## src/rtl/pinmux_pkg.sv

```systemverilog
// Shared pin-mode encoding and register byte addresses for the configurable pinmux.
// No logic and no latency here.
// Backpressure: not applicable.
package pinmux_pkg;

    typedef enum logic [1:0] {
        MODE_DIS = 2'b00,
        MODE_GPI = 2'b01,
        MODE_PER = 2'b10,
        MODE_GPO = 2'b11
    } mode_e;

    localparam logic [5:0] ADDR_MODE0       = 6'h00;
    localparam logic [5:0] ADDR_MODE1       = 6'h04;
    localparam logic [5:0] ADDR_MODE2       = 6'h08;
    localparam logic [5:0] ADDR_MODE3       = 6'h0C;
    localparam logic [5:0] ADDR_GPIO_OUT_LO = 6'h10;
    localparam logic [5:0] ADDR_GPIO_OUT_HI = 6'h14;
    localparam logic [5:0] ADDR_GPIO_IN_LO  = 6'h18;
    localparam logic [5:0] ADDR_GPIO_IN_HI  = 6'h1C;
    localparam logic [5:0] ADDR_IRQ_STAT_LO = 6'h20;
    localparam logic [5:0] ADDR_IRQ_STAT_HI = 6'h24;
    localparam logic [5:0] ADDR_IRQ_EN_LO   = 6'h28;
    localparam logic [5:0] ADDR_IRQ_EN_HI   = 6'h2C;

endpackage

```

## src/rtl/pinmux_sync.sv

```systemverilog
// Multi-flop synchroniser bringing asynchronous pad inputs into the mclk domain.
// Latency: SYNC_STG mclk cycles.
// Backpressure: none, samples every cycle.
module pinmux_sync #(
    parameter int NPIN     = 38,
    parameter int SYNC_STG = 2
) (
    input  logic            mclk,
    input  logic            h_reset_n,
    input  logic [NPIN-1:0] d,
    output logic [NPIN-1:0] q
);

    logic [NPIN-1:0] stg [SYNC_STG];

    always_ff @(posedge mclk or negedge h_reset_n) begin
        if (!h_reset_n) begin
            for (int i = 0; i < SYNC_STG; i++) stg[i] <= '0;
        end else begin
            stg[0] <= d;
            for (int i = 1; i < SYNC_STG; i++) stg[i] <= stg[i-1];
        end
    end

    assign q = stg[SYNC_STG-1];

endmodule

```

## src/rtl/pinmux_cfg.sv

```systemverilog
// Register-programmable pinmux: per-pin DIS/GPI/PER/GPO select, GPIO data, edge IRQs, break-before-make.
// Latency: register ack one cycle after reg_cs; pad drive is combinational from registered state.
// Backpressure: reg_cs is held until reg_ack; ack drops for a cycle between back-to-back accesses.
module pinmux_cfg
    import pinmux_pkg::*;
#(
    parameter int                NPIN     = 38,
    parameter int                SYNC_STG = 2,
    parameter logic [2*NPIN-1:0] MODE_RST = {NPIN{2'b10}}
) (
    input  logic            mclk,
    input  logic            h_reset_n,
    input  logic            reg_cs,
    input  logic            reg_wr,
    input  logic [5:0]      reg_addr,
    input  logic [3:0]      reg_be,
    input  logic [31:0]     reg_wdata,
    output logic [31:0]     reg_rdata,
    output logic            reg_ack,
    input  logic [NPIN-1:0] periph_out,
    input  logic [NPIN-1:0] periph_oeb,
    output logic [NPIN-1:0] periph_in,
    input  logic [NPIN-1:0] io_in,
    output logic [NPIN-1:0] io_out,
    output logic [NPIN-1:0] io_oeb,
    output logic            irq
);

    logic [2*NPIN-1:0] mode_q, mode_d;
    logic [NPIN-1:0]   gpo_q, gpo_d, en_q, en_d, stat_q, stat_d, guard_q, guard_d;
    logic [NPIN-1:0]   sync_q, sync_qq, rise;
    logic [31:0]       rdata_q, rdata_d;
    logic              ack_q, acc, wr_en;
    logic [3:0]        word;
    logic [127:0]      mode_pad;
    logic [63:0]       gpo_pad, gpi_pad, stat_pad, en_pad;
    logic              unused_ok;

    pinmux_sync #(.NPIN(NPIN), .SYNC_STG(SYNC_STG)) u_sync (
        .mclk      (mclk),
        .h_reset_n (h_reset_n),
        .d         (io_in),
        .q         (sync_q)
    );

    // A new access is only accepted while ack is low, which forces the idle cycle between acks.
    assign acc       = reg_cs & ~ack_q;
    assign wr_en     = acc & reg_wr;
    assign word      = reg_addr[5:2];
    assign unused_ok = ^reg_addr[1:0];

    assign mode_pad = 128'(mode_q);
    assign gpo_pad  = 64'(gpo_q);
    assign gpi_pad  = 64'(sync_q);
    assign stat_pad = 64'(stat_q);
    assign en_pad   = 64'(en_q);

    always_comb begin
        rdata_d = '0;
        case (word)
            ADDR_MODE0[5:2]:       rdata_d = mode_pad[31:0];
            ADDR_MODE1[5:2]:       rdata_d = mode_pad[63:32];
            ADDR_MODE2[5:2]:       rdata_d = mode_pad[95:64];
            ADDR_MODE3[5:2]:       rdata_d = mode_pad[127:96];
            ADDR_GPIO_OUT_LO[5:2]: rdata_d = gpo_pad[31:0];
            ADDR_GPIO_OUT_HI[5:2]: rdata_d = gpo_pad[63:32];
            ADDR_GPIO_IN_LO[5:2]:  rdata_d = gpi_pad[31:0];
            ADDR_GPIO_IN_HI[5:2]:  rdata_d = gpi_pad[63:32];
            ADDR_IRQ_STAT_LO[5:2]: rdata_d = stat_pad[31:0];
            ADDR_IRQ_STAT_HI[5:2]: rdata_d = stat_pad[63:32];
            ADDR_IRQ_EN_LO[5:2]:   rdata_d = en_pad[31:0];
            ADDR_IRQ_EN_HI[5:2]:   rdata_d = en_pad[63:32];
            default:               rdata_d = '0;
        endcase
    end

    // Edge detect on synchronised inputs, plus per-pin pad steering with the guard overriding everything.
    always_comb begin
        rise      = '0;
        io_oeb    = '1;
        io_out    = '0;
        periph_in = '0;
        for (int p = 0; p < NPIN; p++) begin
            rise[p] = sync_q[p] & ~sync_qq[p] & (mode_q[2*p +: 2] == MODE_GPI);
            if (!guard_q[p]) begin
                case (mode_e'(mode_q[2*p +: 2]))
                    MODE_PER: begin
                        io_oeb[p]    = periph_oeb[p];
                        io_out[p]    = periph_out[p];
                        periph_in[p] = io_in[p];
                    end
                    MODE_GPO: begin
                        io_oeb[p] = 1'b0;
                        io_out[p] = gpo_q[p];
                    end
                    default: ;
                endcase
            end
        end
    end

    // A fresh edge in the same cycle as its W1C keeps the status bit set.
    always_comb begin
        mode_d  = mode_q;
        gpo_d   = gpo_q;
        en_d    = en_q;
        stat_d  = stat_q | rise;
        guard_d = '0;
        for (int p = 0; p < NPIN; p++) begin
            if (wr_en && word == ADDR_MODE0[5:2] + 4'(p / 16) && reg_be[(p % 16) / 4]) begin
                mode_d[2*p +: 2] = reg_wdata[2*(p % 16) +: 2];
                guard_d[p]       = (reg_wdata[2*(p % 16) +: 2] != mode_q[2*p +: 2]);
            end
            if (wr_en && word == ADDR_GPIO_OUT_LO[5:2] + 4'(p / 32) && reg_be[(p % 32) / 8])
                gpo_d[p] = reg_wdata[p % 32];
            if (wr_en && word == ADDR_IRQ_EN_LO[5:2] + 4'(p / 32) && reg_be[(p % 32) / 8])
                en_d[p] = reg_wdata[p % 32];
            if (wr_en && word == ADDR_IRQ_STAT_LO[5:2] + 4'(p / 32) && reg_be[(p % 32) / 8]
                && reg_wdata[p % 32])
                stat_d[p] = rise[p];
        end
    end

    always_ff @(posedge mclk or negedge h_reset_n) begin
        if (!h_reset_n) begin
            mode_q  <= MODE_RST;
            gpo_q   <= '0;
            en_q    <= '0;
            stat_q  <= '0;
            guard_q <= '0;
            sync_qq <= '0;
            ack_q   <= 1'b0;
            rdata_q <= '0;
        end else begin
            mode_q  <= mode_d;
            gpo_q   <= gpo_d;
            en_q    <= en_d;
            stat_q  <= stat_d;
            guard_q <= guard_d;
            sync_qq <= sync_q;
            ack_q   <= acc;
            rdata_q <= (acc && !reg_wr) ? rdata_d : '0;
        end
    end

    assign reg_ack   = ack_q;
    assign reg_rdata = rdata_q;
    assign irq       = |(stat_q & en_q);

endmodule

```

## config.mk

```make
export PLATFORM = sky130hd
export DESIGN_NAME = pinmux_cfg
export DESIGN_NICKNAME = d
export VERILOG_FILES = /design/src/rtl/pinmux_pkg.sv /design/src/rtl/pinmux_sync.sv /design/src/rtl/pinmux_cfg.sv
export SDC_FILE = /design/constraint.sdc
export NUM_CORES = 1
export LEC_CHECK = 0
export BUFFER_PORTS_ARGS = -buffer_cell sky130_fd_sc_hd__buf_2
export CAP_MARGIN = 20
export CORE_ASPECT_RATIO = 0.5
export CORE_MARGIN = 5
export CORE_UTILIZATION = 51
export DETAILED_ROUTE_END_ITERATION = 10
export PLACE_DENSITY = 0.8
export RECOVER_POWER = 100
export SLEW_MARGIN = 20
export SYNTH_ARGS = -nofsm -noshare
export SYNTH_HDL_FRONTEND = slang
export SYNTH_SLANG_ARGS = --single-unit
```

## constraint.sdc

```tcl
create_clock -name mclk -period 1.8 [get_ports mclk]
set_clock_uncertainty 0.1 [all_clocks]
set_input_delay 0.27 -clock mclk [delete_from_list [all_inputs] [get_ports mclk]]
set_output_delay 0.27 -clock mclk [all_outputs]
set_load 0.02 [all_outputs]
```

; Yosys cells after proc, flatten, opt, wreduce, memory -nomap -nowiden
; Index checks and enable logic that the tools add are counted.
; W data, S select, Z words.
[op_classes]
shifts = 0
eq_ne = 162
mul = 0
n_mux = 306
add_sub_neg = 0
n_lt_le_gt_ge = 0
div_mod_pow = 0
bitwise = 119
reduce_logical = 76
[op_table]
columns = operator, n
row1 = $pmux W32 S11, 1
row2 = $mux W1, 228
row3 = $eq A2 B2 Y1 const B, 76
row4 = $pmux W1 S2, 76
row5 = $and A1 B1 Y1, 78
row6 = $eq A2 B1 Y1 const B, 38
row7 = $ne A2 B2 Y1, 38
row8 = $logic_and A1 B1 Y1, 73
row9 = $not A1 Y1, 39
row10 = $and A38 B38 Y38, 1
row11 = $or A38 B38 Y38, 1
row12 = $reduce_or A38 Y1, 1
row13 = $mux W32, 1
row14 = $eq A4 B3 Y1 const B, 4
row15 = $eq A4 B4 Y1 const B, 4
row16 = $eq A4 B1 Y1 const B, 1
row17 = $eq A4 B2 Y1 const B, 1
row18 = $logic_not A4 Y1, 1
row19 = $logic_not A1 Y1, 1
[word_totals]
latch_bits = 0
mem_bits_rw = 0
romBits = 0
inputBits = 160
regBits = 375
output_inout_bits = 148
wordCells = 690
n_memories = 0

; Longest topological paths before layout
[depth]
depth_word = 7
depth_mapped = 8
ltp_nobuf = 6

; By module
; From an unflattened synthesis, not the netlist that was laid out.
[hier_totals]
cells_unflattened = 1389
hier_area_um2 = 17426.7
[by_module_without_submodules]
columns = module, n_inst, cells_each, area_per_inst_um2, seq_area_each_um2
row1 = pinmux_cfg, 1, 1275, 15239.6, 7529.7
row2 = pinmux_sync, 1, 114, 2187.1, 1901.8

; Worst setup path after synthesis
; No wires, ideal clock.
[synth_timing]
kind = input to register
start = input port reg_addr[4]
end = register mode_q[66]
arrival_time_ns = 1.588
n_path_buf = 3
path_stages = 8
setup_ns = 0.125
path_slack_ns = -0.012
t_required_ns = 1.575
path_cell_list = inv_1 ha_1 buf_2 and3b_1 buf_2 nand2_1 buf_2 mux2_2
[synth_via]
elab_chain_cells = 3
[synth_lines]
columns = element, line
row1 = "start, declared", pinmux_cfg.sv:15  ; input logic [5:0] reg_addr,
row2 = $eq A4 B2 Y1, pinmux_cfg.sv:110  ; if (wr_en && word == ADDR_MODE0[5:2] + 4'(p / 16) && reg_be[(p % 16) / 4]) begin
row3 = $logic_and A1 B1 Y1 (2 in a row), pinmux_cfg.sv:110
row4 = "end signal, assigned", pinmux_cfg.sv:135  ; mode_q <= mode_d;
row5 = "end, declared", pinmux_cfg.sv:29  ; logic [2*NPIN-1:0] mode_q, mode_d;
; Every way passes these cells.
; A chain may end at the register's enable or synchronous reset.

; Worst setup path after layout
[layout_timing]
start = register stat_q[15]
end = output port irq
[layout_via]
elab_chain_cells = 2
[layout_lines]
columns = element, line
row1 = "start, declared", pinmux_cfg.sv:30  ; logic [NPIN-1:0] gpo_q, gpo_d, en_q, en_d, stat_q, stat_d, guard_q, guard_d;
row2 = "start signal, assigned", pinmux_cfg.sv:138  ; stat_q <= stat_d;
row3 = $and A38 B38 Y38, pinmux_cfg.sv:148  ; assign irq = |(stat_q & en_q);
row4 = $reduce_or A38 Y1, pinmux_cfg.sv:148
row5 = "end, declared", pinmux_cfg.sv:26  ; output logic irq
; Every way passes these cells.

==> results.toml <==
[power]
max-vdd-ir-drop_mv = 0.6305
leakage_uw = 0.01052
finalPower_uw = 22930
pwr_density_cell_nw_per_um2 = 977.3

[setup_path]
r2r_end = "mode_q[24]"
r2r_cells = 4
crit_path_end_kind = "output pin"
crit_chain = "a22oi_1 -> nand3_1 -> nor4_2 -> nand3_1 -> buf_6"
r2r-start = "reg_ack"
startpoint = "stat_q[15]"
worstPathMaxFanout = 2
cp_common_cell = "nand3_1"
cp_num_buf_inv = 1
cp_slowest_cell = "dfrtp_1"
endpoint = "irq"
max_stage_delay_ps = 480
worstSetupPathType = "reg -> out"
setup.worst_path.start_class = "flop"
required_ps = 1430
critPathTopFamily = "simple AND/OR/NAND/NOR gates"
cp.depth = 5
cp.arrival_ps = 2280
ff2ff_setup_slack_ps = -250

[floorplan]
ios = 308
rows = 47
fp.dieH_um = 139.0
core_area_um2 = 32930
die_w_um = 268.0
start_util_pct = 51.53
die_area_um2 = 37250

[cells_and_area]
syn_to_final_growth_pct = 38.24
instances_no_fill = 2378
nets = 2071
final_layout_size_suffix_gt1_share_pct = 46.54

[cts]
path_clk_slew_ps = 70
tritoncts = "built"
clock_latency_ps = 540
htreeDepth = 2
cts.path.max_buffers = 3
root_buffer = "clkbuf_16"
clkSinkCount = 375
cts_buffers = 35

[yosys]
ys_types = 52
synth-edff-count = 0
postSynthCellCount = 1347
syn-cell-area_um2 = 16970
yosysWarnings = 0
yosys-top-cells-area = "dfrtp_1 50%, mux2_2 10%, dfstp_2 5.9%, nor4bb_1 4.4%, xnor2_1 3.9%"
synth_flop_cell = "dfrtp_1"
ys_ff_latch = 375
synthArstFlopShare_pct = 100.0
avgSynthCellArea_um2 = 12.60
yosysSeqAreaShare_pct = 55.57
yosys.area.top_type_share_pct = 49.69
synth_top_cell_by_area = "dfrtp_1"
syn_nets = 1510

[sta]
grt_setup_unrepaired = "true"
tightest_slew_ps = 913.8
hold_slack_ps = 10.27
maxSlewHeadroom_pct = 39.08
fmax_mhz = 376.8
layout_min_cycle_time_ps = 2654
hold_viol_final = 0
slew_violations = 0
fin_ws_ps = -853.9
finalSetupViolCount = 186
fin_crit_sh_pct = 147.4

[detailed_routing]
wl_per_cell_um = 27.13
drt-initial-drc-count = 1911
vias = 15120
drc_errors = 0
wl_um = 64520
ant_nets = 0
viasPerCell = 6.358
firstDrtPassIters = 7

[grt]
grt_pass1_vias = 15270
gr-total-overflow = 0
grt_pass1_wl_um = 92100
antenna_found_initial = 5
grt_max_degree = 64
grt_usage_pct = 31.90

[place]
dp_hpwl_um = 40720
portBuffers = 305
dp.cells = 2142
gp_congestion = 0.9586

[min_path]
hold_path.class = "in -> reg"

[run]
cap_violations = 0

[status]
status = "complete, but fails checks"
violations = "negative setup slack"
==> sequential cells by signal (all words and copies together) (netlist names) <==
signal,cells
mode_q,76
en_q,38
gpo_q,38
guard_q,38
stat_q,38
sync_qq,38
u_sync.q,38
u_sync.stg,38
reg_rdata,32
reg_ack,1
==> placed cells by master, fill, tap and decap left out, types with 6 or more instances in the layout <==
master / count
clkbuf_1: 73
nor2_4: 8
a22o_1: 10
o21ai_0: 6
clkbuf_16: 37
mux2i_1: 61
nor4bb_1: 47
a221oi_1: 21
buf_6: 51
nand2b_1: 37
nand3b_1: 44
a21o_1: 37
nor2_2: 9
a21oi_1: 66
buf_4: 271
nand3_1: 6
mux2_2: 151
a22oi_1: 52
nor4bb_4: 24
dlygate4sd3_1: 43
clkbuf_2: 22
dfrtp_2: 37
buf_2: 155
a222oi_1: 9
nand2_1: 58
clkbuf_8: 7
dfrtp_1: 300
xnor2_1: 76
nor3b_2: 24
nor3b_1: 12
nor2_1: 25
a31oi_1: 11
dfstp_2: 38
buf_12: 20
==> stage by stage <==
step                instance area, um2  setup TNS [ps]  setup slack (ps)  utilization (%)
global route                     23460          -37640            -837.1            71.23
finish                           23460          -11770            -853.9            71.24
floorplan                        16980               0             23.29                -
global placement                 20150          -19050            -267.9            61.17
detailed placement               20150          -25200            -259.9            61.17
CTS                              23040           -5822            -598.7            69.96
==> final cells by class <==
class | instances | area, um2
tap | 441 | 551.8
inverter | 2 | 7.507
sequential | 375 | 9478
clock inverter | 13 | 142.6
antenna | 3 | 7.507
fill | 2064 | 9470
clock buffer | 50 | 1045
timing repair buffer | 634 | 4614
multi-input combinational | 860 | 7615
==> timing repair <==
action / 4_1_cts / 5_1_grt
resized for setup: 151 / 119
gates cloned: 0 / 0
setup buffers: 102 / 25
pin swaps: 9 / 7
hold buffers: 43 / 0
hold endpoints to repair: 362 / 0
setup endpoints to repair: 164 / 121
==> per-layer routing <==
metal	vias up	share of wire (%)	track usage (%)
met5	-	0.043	0
met4	6	6.1	11.73
met3	357	11	9.342
met2	1126	47	51.54
met1	7599	36	41.27
li1	6031	-	-
==> worst register-to-register path, cell delays in order (launching register included) <==
cell	delay (ps)
dfrtp_1	440
nand4b_2	400
nor2_1	310
clkbuf_2	310
mux2_2	380
==> power by group <==
group / leakage (uW) / internal (uW) / switching [uW]
registers: 0.00464 / 9380 / 1160
clock network: 0.000569 / 4380 / 3440
logic: 0.00531 / 2430 / 2140
==> synthesized netlist by cell type, drive strengths merged, types with 3 or more instances <==
master,number
nand3b,44
nor3b,38
nand4b,4
a21o,37
nand2b,42
clkbuf,71
and2,5
dfstp,38
a222oi,9
a21oi,67
nor2b,3
a32oi,3
nand4,3
buf,39
nand3,6
a221oi,21
and3,6
nor2,42
nand2,59
a22oi,57
mux2,153
nor4bb,74
a31oi,12
ha,3
a22o,10
o21ai,6
xnor2,76
a32o,3
mux2i,62
dfrtp,337
==> how the worst min path moves through the flow <==
stage / start / endpoint / depth (start not counted)
floorplan: h_reset_n / en_q[0] / 0
detailed placement: h_reset_n / guard_q[32] / 1
global route: reg_wdata[25] / stat_q[25] / 3
CTS: reg_wdata[23] / stat_q[23] / 3
global placement: h_reset_n / guard_q[32] / 1
finish: reg_wdata[24] / stat_q[24] / 3
==> cell families after synthesis <==
group                      after synthesis  share of synthesized area, %
adders and majority gates                3                        0.2212
muxes                                  215                         13.81
buffers and inverters                  112                         2.861
xor gates and xnor gates                76                         3.922
DFF                                    375                         55.57
and+or+nand+nor                        338                         14.27
AOI/OAI and AO/OA                      228                         9.348
Power figures use the tool's default switching activity.
